## config.mk

```make
export PLATFORM = sky130hd
export DESIGN_NAME = vga_scope_display
export DESIGN_NICKNAME = d
export VERILOG_FILES = /design/src/rtl/vga_scope_display.sv
export SDC_FILE = /design/constraint.sdc
export NUM_CORES = 1
export LEC_CHECK = 0
export ABC_CLOCK_PERIOD_IN_PS = 3800
export CORE_MARGIN = 2
export CORE_UTILIZATION = 53
export CTS_CLUSTER_DIAMETER = 60
export CTS_CLUSTER_SIZE = 16
export DETAILED_ROUTE_END_ITERATION = 10
export PLACE_DENSITY_LB_ADDON = 0.12
export SLEW_MARGIN = 20
export SYNTH_ARGS = -nofsm -noshare
export SYNTH_HDL_FRONTEND = slang
export SYNTH_SLANG_ARGS = --single-unit
```

## constraint.sdc

```tcl
create_clock -name clk50 -period 3.8 [get_ports clk50]
set_input_delay 0.57 -clock clk50 [delete_from_list [all_inputs] [get_ports clk50]]
set_output_delay 0.57 -clock clk50 [all_outputs]
set_load 0.05 [all_outputs]
```

## src/rtl/vga_scope_display.sv

```systemverilog
// Pipelined VGA raster engine: timing generator, N X/Y cursors, waveform overlay and grid.
// Define VGA_SCOPE_GRID_EN to draw the grid and border; otherwise those pixels stay black.
module vga_scope_display #(
  parameter int   H_ACTIVE   = 800,
  parameter int   H_FP       = 56,
  parameter int   H_SYNC     = 120,
  parameter int   H_BP       = 64,
  parameter int   V_ACTIVE   = 600,
  parameter int   V_FP       = 37,
  parameter int   V_SYNC     = 6,
  parameter int   V_BP       = 23,
  parameter logic HS_POL     = 1'b1,
  parameter logic VS_POL     = 1'b1,
  parameter int   CW         = 11,
  parameter int   NCUR       = 2,
  parameter int   COLOR_W    = 8,
  parameter int   GRID_PITCH = 50
) (
  input  logic                 clk50,
  input  logic                 rst,
  input  logic                 cursor_x_en,
  input  logic                 cursor_y_en,
  input  logic [NCUR*CW-1:0]   cursor_x,
  input  logic [NCUR*CW-1:0]   cursor_y,
  output logic [CW-1:0]        pix_x,
  output logic [CW-1:0]        pix_y,
  input  logic                 wave_hit,
  output logic                 frame_start,
  output logic                 hsync_out,
  output logic                 vsync_out,
  output logic [COLOR_W-1:0]   red_out,
  output logic [COLOR_W-1:0]   green_out,
  output logic [COLOR_W-1:0]   blue_out
);

  localparam int H_TOTAL = H_ACTIVE + H_FP + H_SYNC + H_BP;
  localparam int V_TOTAL = V_ACTIVE + V_FP + V_SYNC + V_BP;

  localparam logic [CW-1:0] H_LAST = CW'(H_TOTAL - 1);
  localparam logic [CW-1:0] V_LAST = CW'(V_TOTAL - 1);
  localparam logic [CW-1:0] H_ACT  = CW'(H_ACTIVE);
  localparam logic [CW-1:0] V_ACT  = CW'(V_ACTIVE);
  localparam logic [CW-1:0] H_EDGE = CW'(H_ACTIVE - 1);
  localparam logic [CW-1:0] V_EDGE = CW'(V_ACTIVE - 1);
  localparam logic [CW-1:0] HS_BEG = CW'(H_ACTIVE + H_FP);
  localparam logic [CW-1:0] HS_END = CW'(H_ACTIVE + H_FP + H_SYNC);
  localparam logic [CW-1:0] VS_BEG = CW'(V_ACTIVE + V_FP);
  localparam logic [CW-1:0] VS_END = CW'(V_ACTIVE + V_FP + V_SYNC);

  // 0x40 on an 8-bit channel, i.e. the second MSB set, at any channel width
  function automatic logic [COLOR_W-1:0] grey_level();
    logic [COLOR_W-1:0] g;
    g = '0;
    g[COLOR_W-2] = 1'b1;
    return g;
  endfunction

  logic [CW-1:0]      h_cnt_p0, v_cnt_p0;
  logic               h_wrap_p0, v_wrap_p0;
  logic               vld_p0, hs_p0, vs_p0, cur_hit_p0, grid_hit_p0;
  logic               sh_x_en, sh_y_en;
  logic [NCUR*CW-1:0] sh_x, sh_y;
  logic               vld_p1, hs_p1, vs_p1, cur_p1, grid_p1;
  logic [COLOR_W-1:0] red_p1, green_p1, blue_p1;

  // ---- stage 0: raster counters, cursor shadow, per-pixel hit decode ----
  assign h_wrap_p0 = (h_cnt_p0 == H_LAST);
  assign v_wrap_p0 = (v_cnt_p0 == V_LAST);

  always_ff @(posedge clk50) begin
    if (rst) begin
      h_cnt_p0 <= '0;
      v_cnt_p0 <= '0;
    end else if (h_wrap_p0) begin
      h_cnt_p0 <= '0;
      v_cnt_p0 <= v_wrap_p0 ? '0 : v_cnt_p0 + 1'b1;
    end else begin
      h_cnt_p0 <= h_cnt_p0 + 1'b1;
    end
  end

  // Cursors only move at the start of vblank so a frame is never drawn half old, half new
  always_ff @(posedge clk50) begin
    if (rst) begin
      sh_x_en <= 1'b0;
      sh_y_en <= 1'b0;
      sh_x    <= '0;
      sh_y    <= '0;
    end else if (h_cnt_p0 == '0 && v_cnt_p0 == V_ACT) begin
      sh_x_en <= cursor_x_en;
      sh_y_en <= cursor_y_en;
      sh_x    <= cursor_x;
      sh_y    <= cursor_y;
    end
  end

  assign pix_x       = h_cnt_p0;
  assign pix_y       = v_cnt_p0;
  assign frame_start = !rst && h_cnt_p0 == '0 && v_cnt_p0 == '0;
  assign vld_p0      = (h_cnt_p0 < H_ACT) && (v_cnt_p0 < V_ACT);
  assign hs_p0       = (h_cnt_p0 >= HS_BEG && h_cnt_p0 < HS_END) ? HS_POL : ~HS_POL;
  assign vs_p0       = (v_cnt_p0 >= VS_BEG && v_cnt_p0 < VS_END) ? VS_POL : ~VS_POL;

  always_comb begin
    cur_hit_p0 = 1'b0;
    for (int i = 0; i < NCUR; i++) begin
      if (sh_x_en && h_cnt_p0 < H_ACT && h_cnt_p0 == sh_x[i*CW +: CW]) cur_hit_p0 = 1'b1;
      if (sh_y_en && v_cnt_p0 < V_ACT && v_cnt_p0 == sh_y[i*CW +: CW]) cur_hit_p0 = 1'b1;
    end
  end

`ifdef VGA_SCOPE_GRID_EN
  localparam int GW = (GRID_PITCH > 1) ? $clog2(GRID_PITCH) : 1;
  localparam logic [GW-1:0] G_LAST = GW'(GRID_PITCH - 1);

  logic [GW-1:0] h_grid_p0, v_grid_p0;

  // Phase counters track position within the grid pitch without a divider
  always_ff @(posedge clk50) begin
    if (rst) begin
      h_grid_p0 <= '0;
      v_grid_p0 <= '0;
    end else if (h_wrap_p0) begin
      h_grid_p0 <= '0;
      if (v_wrap_p0 || v_grid_p0 == G_LAST) v_grid_p0 <= '0;
      else v_grid_p0 <= v_grid_p0 + 1'b1;
    end else begin
      h_grid_p0 <= (h_grid_p0 == G_LAST) ? '0 : h_grid_p0 + 1'b1;
    end
  end

  assign grid_hit_p0 = (h_grid_p0 == '0) || (v_grid_p0 == '0) ||
                       (h_cnt_p0 == H_EDGE) || (v_cnt_p0 == V_EDGE);
`else
  assign grid_hit_p0 = 1'b0;
`endif

  // ---- stage 1: registered decode, merged with the returning wave_hit ----
  always_ff @(posedge clk50) begin
    if (rst) begin
      vld_p1  <= 1'b0;
      hs_p1   <= ~HS_POL;
      vs_p1   <= ~VS_POL;
      cur_p1  <= 1'b0;
      grid_p1 <= 1'b0;
    end else begin
      vld_p1  <= vld_p0;
      hs_p1   <= hs_p0;
      vs_p1   <= vs_p0;
      cur_p1  <= cur_hit_p0;
      grid_p1 <= grid_hit_p0;
    end
  end

  always_comb begin
    red_p1   = '0;
    green_p1 = '0;
    blue_p1  = '0;
    if (vld_p1) begin
      if (cur_p1) begin
        red_p1   = '1;
        green_p1 = '1;
      end else if (wave_hit) begin
        green_p1 = '1;
      end else if (grid_p1) begin
        red_p1   = grey_level();
        green_p1 = grey_level();
        blue_p1  = grey_level();
      end
    end
  end

  // ---- stage 2: output registers, syncs and colour leave together ----
  always_ff @(posedge clk50) begin
    if (rst) begin
      red_out   <= '0;
      green_out <= '0;
      blue_out  <= '0;
      hsync_out <= ~HS_POL;
      vsync_out <= ~VS_POL;
    end else begin
      red_out   <= red_p1;
      green_out <= green_p1;
      blue_out  <= blue_p1;
      hsync_out <= hs_p1;
      vsync_out <= vs_p1;
    end
  end

endmodule

```

**After elaboration in Yosys (flattened, before gate mapping)**

Cells that the tools add are included.

- Output and inout port bits: 49
- Bits of input ports: 49
- Logic and storage cells: 57
- Register bits after elaboration: 90

- Magnitude comparators: 6
- Multiplexer cells: 10
- $add $sub $neg: 2
- Reductions and logical operators: 17
- Equal/unequal tests: 7
- Bitwise gates (word level): 1

Operators by type and width:

| cell | count |
|---|---|
| == test 11 bit | 4 |
| less-than comparator 11 x 10 -> 1 bit, second input constant | 4 |
| 2-to-1 mux 8 bit | 3 |
| adder 11 x 1 -> 11 bit, second input constant | 2 |
| == test 11 x 10 -> 1 bit, second input constant | 2 |
| >= comparator 11 x 10 -> 1 bit, second input constant | 2 |
| zero test 11 bit | 2 |
| logical AND 1 bit | 12 |
| == test 11 bit, second input constant | 1 |
| 2-to-1 mux 11 bit | 1 |
| 2-to-1 mux 1 bit | 6 |
| OR reduction 2 bit | 2 |
| zero test 1 bit | 1 |
| inverter 1 bit | 1 |

**Logic depth before layout (Yosys ltp)**

- Word-level depth: 7
- Gate-level depth with buffers: 9
- Depth with buffers taken out: 6

**Least setup slack after synthesis**

OpenSTA, ideal clock, no wires.

- Path kind: register -> output
- Start point: register v_cnt_p0[2], in the netlist pix_y[2]
- End point: output frame_start
- Arrival: 2.433 ns
- Cell stages (with the launch flop): 6
- Setup slack: 0.797 ns
- Path buffers: 1
- Required time: 3.230 ns
- Cell sequence: dfxtp_1 > clkbuf_1 > or3_1 > nor3_1 > nand3_1 > nor3_1

- Longest elaborated chain between the ends: 2

RTL lines:

| item | line | source |
|---|---|---|
| start, declared | 58 | `logic [CW-1:0] h_cnt_p0, v_cnt_p0;` |
| start signal, assigned | 76 | `v_cnt_p0 <= v_wrap_p0 ? '0 : v_cnt_p0 + 1'b1;` |
| zero test 11 bit | 99 | `assign frame_start = !rst && h_cnt_p0 == '0 && v_cnt_p0 == '0;` |
| logical AND 1 bit | 99 |  |
| end, declared | 28 | `output logic frame_start,` |

No other way between the ends.

**Worst setup path in the final report**

- Start point: register h_cnt_p0[4], in the netlist pix_x[4]
- End point: output frame_start

- Longest elaborated chain between the ends: 3

RTL lines:

| item | line | source |
|---|---|---|
| start, declared | 58 |  |
| start signal, assigned | 78 | `h_cnt_p0 <= h_cnt_p0 + 1'b1;` |
| zero test 11 bit | 99 |  |
| logical AND 1 bit (2 in a row) | 99 |  |

No other way between the ends.

==> flow_summary.json <==
{
  "setup_ws_ns": 0.6905,
  "fin_nets": 521,
  "syn_area_mm2": 0.003765,
  "rows": 30,
  "synth_cell_types": 40,
  "synth_edf_count": 0,
  "status": "finished clean",
  "syn_inst": 413,
  "finalHoldViolCount": 0,
  "hold-path-endpoint": "hsync_out",
  "clock_sinks": 76,
  "switching_share_pct": 23.68,
  "worstPathCellList": "or3_1, or2_1, nor3_1, clkdlybuf4s50_1",
  "pwr-share-comb_pct": 9.5,
  "first_global_vias": 2675,
  "cts_buffer_depth": 2,
  "finalSetupViolCount": 0,
  "reg2reg_depth": 6,
  "critPathSlowestCell": "clkdlybuf4s50_1",
  "clk_pin_slew_ns": 0.07,
  "ctsResizeCount": 0,
  "synthFlopType": "dfxtp_1",
  "crit_buf_inv": 1,
  "ioPinCount": 98,
  "use_met1_pct": 32.01,
  "die_y_um": 88.28,
  "crit_arrival_ns": 2.54,
  "cts_tree": "yes",
  "relSlewSlack_pct": 48.29,
  "drive_gt1_share_pct": 4.043,
  "syn_avg_cell_area_um2": 9.116,
  "n_antenna_cell": 0,
  "critPathCaptureType": "output port",
  "required_ns": 3.23,
  "wire_per_inst_um": 14.26,
  "fillers": 607,
  "first_iter_violations": 124,
  "cts_hold_buffers": 0,
  "final_common_cell": "clkdlybuf4s50_1",
  "fmax_ghz": 0.3216,
  "critical-path-top-delay-family": "simple AND/OR/NAND/NOR gates",
  "busiest_layer": "met2",
  "start_util_pct": 55.11,
  "synth_seq_cells": 76,
  "post_cts_buffers": 0,
  "p_leak_uw": 0.002139,
  "hpwlAfterDp_um": 5899,
  "vdd_ir_drop_max_uv": 230.7,
  "fin_crit_sh_pct": 81.83,
  "drcViolationCount": 0,
  "die-area_mm2": 0.007793,
  "grt_usage_pct": 22.02,
  "cp_num_cells": 4,
  "gp_congestion": 0.8882,
  "die_w_um": 88.28,
  "gr-total-overflow": 0,
  "path_class": "flip-flop to output port",
  "clock_power_share_pct": 36.9,
  "seq_area_frac_synth_pct": 40.41,
  "cp-start-kind": "flip-flop",
  "h-tree-depth": 3,
  "p_seq_share_pct": 53.6,
  "clkLatencyLatePin_ns": 0.34,
  "fin_crit_ns": 3.110,
  "cp_max_fo": 10,
  "syn_to_final_growth_pct": 22.93,
  "viasPerCell": 5.042,
  "grt_pass1_wl_um": 13140,
  "hp-start": "hs_p1",
  "cts_root_buf": "clkbuf_8",
  "grt_max_degree": 58,
  "routed_wl_um": 8069,
  "critPathMaxStageDelay_ns": 0.85,
  "final_cell_mix": "clkdlybuf4s50_1, nor2_1, dfxtp_1",
  "ant_nets": 0,
  "antenna_found_initial": 0,
  "dpl_worst_slack_ns": 1.049,
  "coreArea_mm2": 0.006832,
  "tightest_slew_ns": 0.7757,
  "fin_skew_ns": 0.004805,
  "power_uw": 1508,
  "grtUsageMet3_pct": 3.358,
  "r2r-start": "pix_x[4]",
  "slew_viol_final": 0,
  "numCtsBuffers": 9,
  "async_flop_share_pct": 0,
  "hold_class": "flip-flop to flip-flop",
  "firstDrtPassIters": 4,
  "p_switching_uw": 357.0,
  "whs_path_depth": 1,
  "vias": 2854,
  "worstReg2RegEnd": "sh_y[14]",
  "p_int_uw": 1151,
  "r2r_slack_ns": 1.17,
  "met2_usage_pct": 33.08,
  "yosys_warnings": 0,
  "rsz0062_at_grt": "false",
  "powerDensity_mw_per_mm2": 325.7,
  "portBuffers": 89,
  "fin_tns_setup_ns": 0,
  "cap_violations": 0
}
synthesized netlist by cell type (all sizes together) (3+ instances only):
cell type  number  share of area [%]
nor2           79                7.9
dfxtp          76                 40
mux2i          47                 12
xor2           32                7.4
buf            31                7.2
xnor2          31                7.2
clkbuf         24                2.4
nand2          13                1.3
nor3           11                1.5
nand3          10                1.3
nor4            8                1.3
inv             7               0.70
nand4           7                1.2
ha              5                1.7
or3             4               0.80
o21ai           3               0.40
final cells by class:
type / count / area, um^2 / share of cell area [%]
clock buffers: 13 / 168.9 / 3.650
clock inverters: 1 / 7.507 / 0.1622
inverters: 7 / 26.28 / 0.5677
multi-input cells: 282 / 1883 / 40.69
flip-flops and latches: 76 / 1521 / 32.87
well taps: 96 / 120.1 / 2.595
repair buffers: 91 / 900.9 / 19.46
layer usage:
metal / vias up / wire length, um / share of wire [%]
met1: 1316 / 4005 / 50
met5: - / 0 / 0
li1: 1431 / - / -
met4: 0 / 120 / 1.5
met3: 10 / 401 / 5.0
met2: 97 / 3542 / 44
state kept, by name, indices dropped and copies added, names as in the netlist, 11 cells and up:
name and flops:
pix_y 11, sh_y 22, pix_x 11, sh_x 22
stage by stage:
stage / area (um^2) / std cells / hold WS, ns / util (%)
floorplan: 3791 / 420 / 0.4138 / -
detailed placement: 4452 / 552 / 0.4300 / 65.16
global placement: 4452 / 552 / 0.4178 / 65.16
global route: 4628 / 566 / 0.4761 / 67.75
CTS: 4628 / 566 / 0.4474 / 67.75
finish: 4628 / 566 / 0.4387 / 67.75
logic make-up (layout without fill, tap and decap cells):
family	Yosys count	in the layout	synth area share [%]
simple gates	146	146	17.98
flops	76	76	40.41
xor+xnor	63	63	14.66
buf+inv	62	112	10.30
mux	47	47	12.50
compound gates	13	13	2.393
fa+ha+maj	5	5	1.662
other cells	1	8	0.09961
how the worst max path moves through the flow:
stage / from / end
2_1_floorplan: pix_y[2] / frame_start
3_3_place_gp: pix_x[7] / frame_start
3_5_place_dp: pix_x[4] / frame_start
4_1_cts: pix_x[4] / frame_start
5_1_grt: pix_x[4] / frame_start
6_report: pix_x[4] / frame_start
power groups by stage:
| stage | combinational, uW | sequential, uW | clock [uW] |
|---|---|---|---|
| 2_1_floorplan | 73.6 | 833 | 0 |
| 3_3_place_gp | 143 | 827 | 0 |
| 3_5_place_dp | 144 | 827 | 0 |
| 4_1_cts | 144 | 808 | 569 |
| 5_1_grt | 151 | 809 | 602 |
| 6_report | 143 | 808 | 556 |
Note: power is estimated with default switching activity, not from simulation.
==> patch (same settings) <==
The parameter `CW` goes from 11 to 10.
--- a/src/rtl/vga_scope_display.sv
+++ b/src/rtl/vga_scope_display.sv
@@ -12,5 +12,5 @@
   parameter logic HS_POL     = 1'b1,
   parameter logic VS_POL     = 1'b1,
-  parameter int   CW         = 11,
+  parameter int   CW         = 10,
   parameter int   NCUR       = 2,
   parameter int   COLOR_W    = 8,
Interface: changed (resized cursor_x, cursor_y, pix_x and pix_y); port bits go from 98 to 92. No check against the original RTL was run, so the function may have changed too.
==> patch against the original RTL <==
  * Clock power increased by 3.6%
  * Register-to-register slack improved by 120 ps
  * Cell area decreased by 6.2%
  * Largest cell class unchanged
  * Synthesized cell count increased by 3.1%
  * Final cell count decreased by 1.6%
  * Area after synthesis decreased by 6.3%
  * Sequential cell count decreased by 6
  * Total power decreased by 3.3%
  * Setup slack got worse by 100 ps
  * Wire length decreased by 3.5%
  * Die area decreased by 6.0%
  * Global-route usage about the same
  * Count of clock-buffer cells in the layout decreased by 3
==> patch: results <==
cells_and_area:
  layout-drive-gt1-share: 0.108
  fin_nets: 526
  antenna_cells: 0
  reg.largest.list: "sh_x (20), sh_y (20)"
place:
  place_ws_ps: 942
  dp_hpwl_um: 5690
  port_buffers: 83
  finalWeightedCongestion: 0.885
global_routing:
  grtUsageTotal: 0.220
  antenna_found_initial: 0
  grt_pass1_wl_um: 12700
  first_global_vias: 2555
  grt_max_degree: 57
routing:
  dr.pass1.iters: 4
  via_per_inst: 5.14
  drt_iter0_markers: 178
  detail_route.wl_per_cell_um: 14.0
worst_setup_path:
  critPathSlowestCell: "clkdlybuf4s50_1"
  cp.arrival_ps: 2640
  max_stage_delay_ps: 850
  ff2ff_path_depth: 8
  crit_fanout: 11
cts:
  max-clock-path-buffers: 2
  cts_resized: 0
  cts_buffers: 9
  root_buffer: "clkbuf_8"
  worstSkewPairLatency_ps: 340
  ctsHtreeMaxLevel: 3
  post-cts-setup-buffer-count: 0
  cts.clk_slew.worst_paths_ps: 70
logic_synthesis:
  yosysUniqueCellTypes: 36
  synth_top_cells_by_area: "dfxtp_1 (40%), xnor2_1 (7.4%), nand2_1 (7.1%)"
  yosysSeqAreaShare: 0.397
  yosys-top-cells-count: "dfxtp_1 (70), nand2_1 (67), a21oi_1 (48), nand2_2 (30), xnor2_1 (30)"
  ys.warnings.count: 0
  ys_async_sr_fraction: 0
timing:
  maxSlewHeadroom: 0.494
  fin_skew_ps: 11.0
pwr:
  ir_worst_vdd_uv: 219
  p_leak_nw: 1.61
status:
  outcome: "completed"
min_path:
  holdPathStages: 1
  hold_class: "flip-flop to flip-flop"
patch: changes by cell type after synthesis, sizes merged, moves of 4 or more:
cell and change:
a21oi +46, and3 +4, buf +7, clkbuf -8, dfxtp -6, mux2i -47
nand2 +84, nand3 -5, nand4 +5, nor2 -53, xor2 -8
patch: worst paths after layout:
kind              startpoint     endpoint  slack, ps
setup / recovery    pix_y[2]  frame_start        590
hold / removal         vs_p1    vsync_out        440
setup reg to reg    pix_y[0]     sh_x[10]       1290
hold reg to reg        vs_p1    vsync_out        440
patch: layer usage:
metal / up-vias / global-route usage / share of wire / routed length (um)
met5: - / 0 / 0 / 0
met2: 98 / 0.312 / 0.43 / 3360
li1: 1456 / - / - / -
met4: 0 / 0.0909 / 0.024 / 189
met3: 16 / 0.0433 / 0.052 / 401
met1: 1293 / 0.325 / 0.49 / 3830
patch: kinds of logic (layout without fill, tap and decap cells):
group,after synthesis,in the layout,synth area share
AO/OA/AOI/OAI,58,58,0.0887
XOR/XNOR,54,54,0.134
adder cells (fa/ha/maj),6,6,0.0213
buffers and inverters,59,106,0.103
flip-flops,70,70,0.397
other,1,8,0.00106
AND/OR/NAND/NOR,178,178,0.255
patch: power by group:
part / total [mW] / switching (mW) / internal [mW]
combinational: 0.139 / 0.0749 / 0.0637
sequential: 0.743 / 0.00662 / 0.737
clock: 0.576 / 0.274 / 0.302
total: 1.46 / 0.355 / 1.10
patch: critical path, delay by kind of cell (launching register included):
family | cells | cell delay, ps
buf+inv | 1 | 850
flops | 1 | 440
simple gates | 3 | 1030
patch: stage by stage:
step                      area [um2]  cells
after CTS                       4340    557
after floorplan                 3550    433
final                           4340    557
after detailed placement        4150    541
after global placement          4150    541
after global routing            4340    557
patch: area by class of cell:
type                       count  area, um2
multi-input combinational    304       1790
tap                           77       96.3
clock buffer                  10        128
fill                         566       2050
sequential                    70       1400
inverter                       5       18.8
clock inverter                 6       62.6
timing repair buffer          85        841
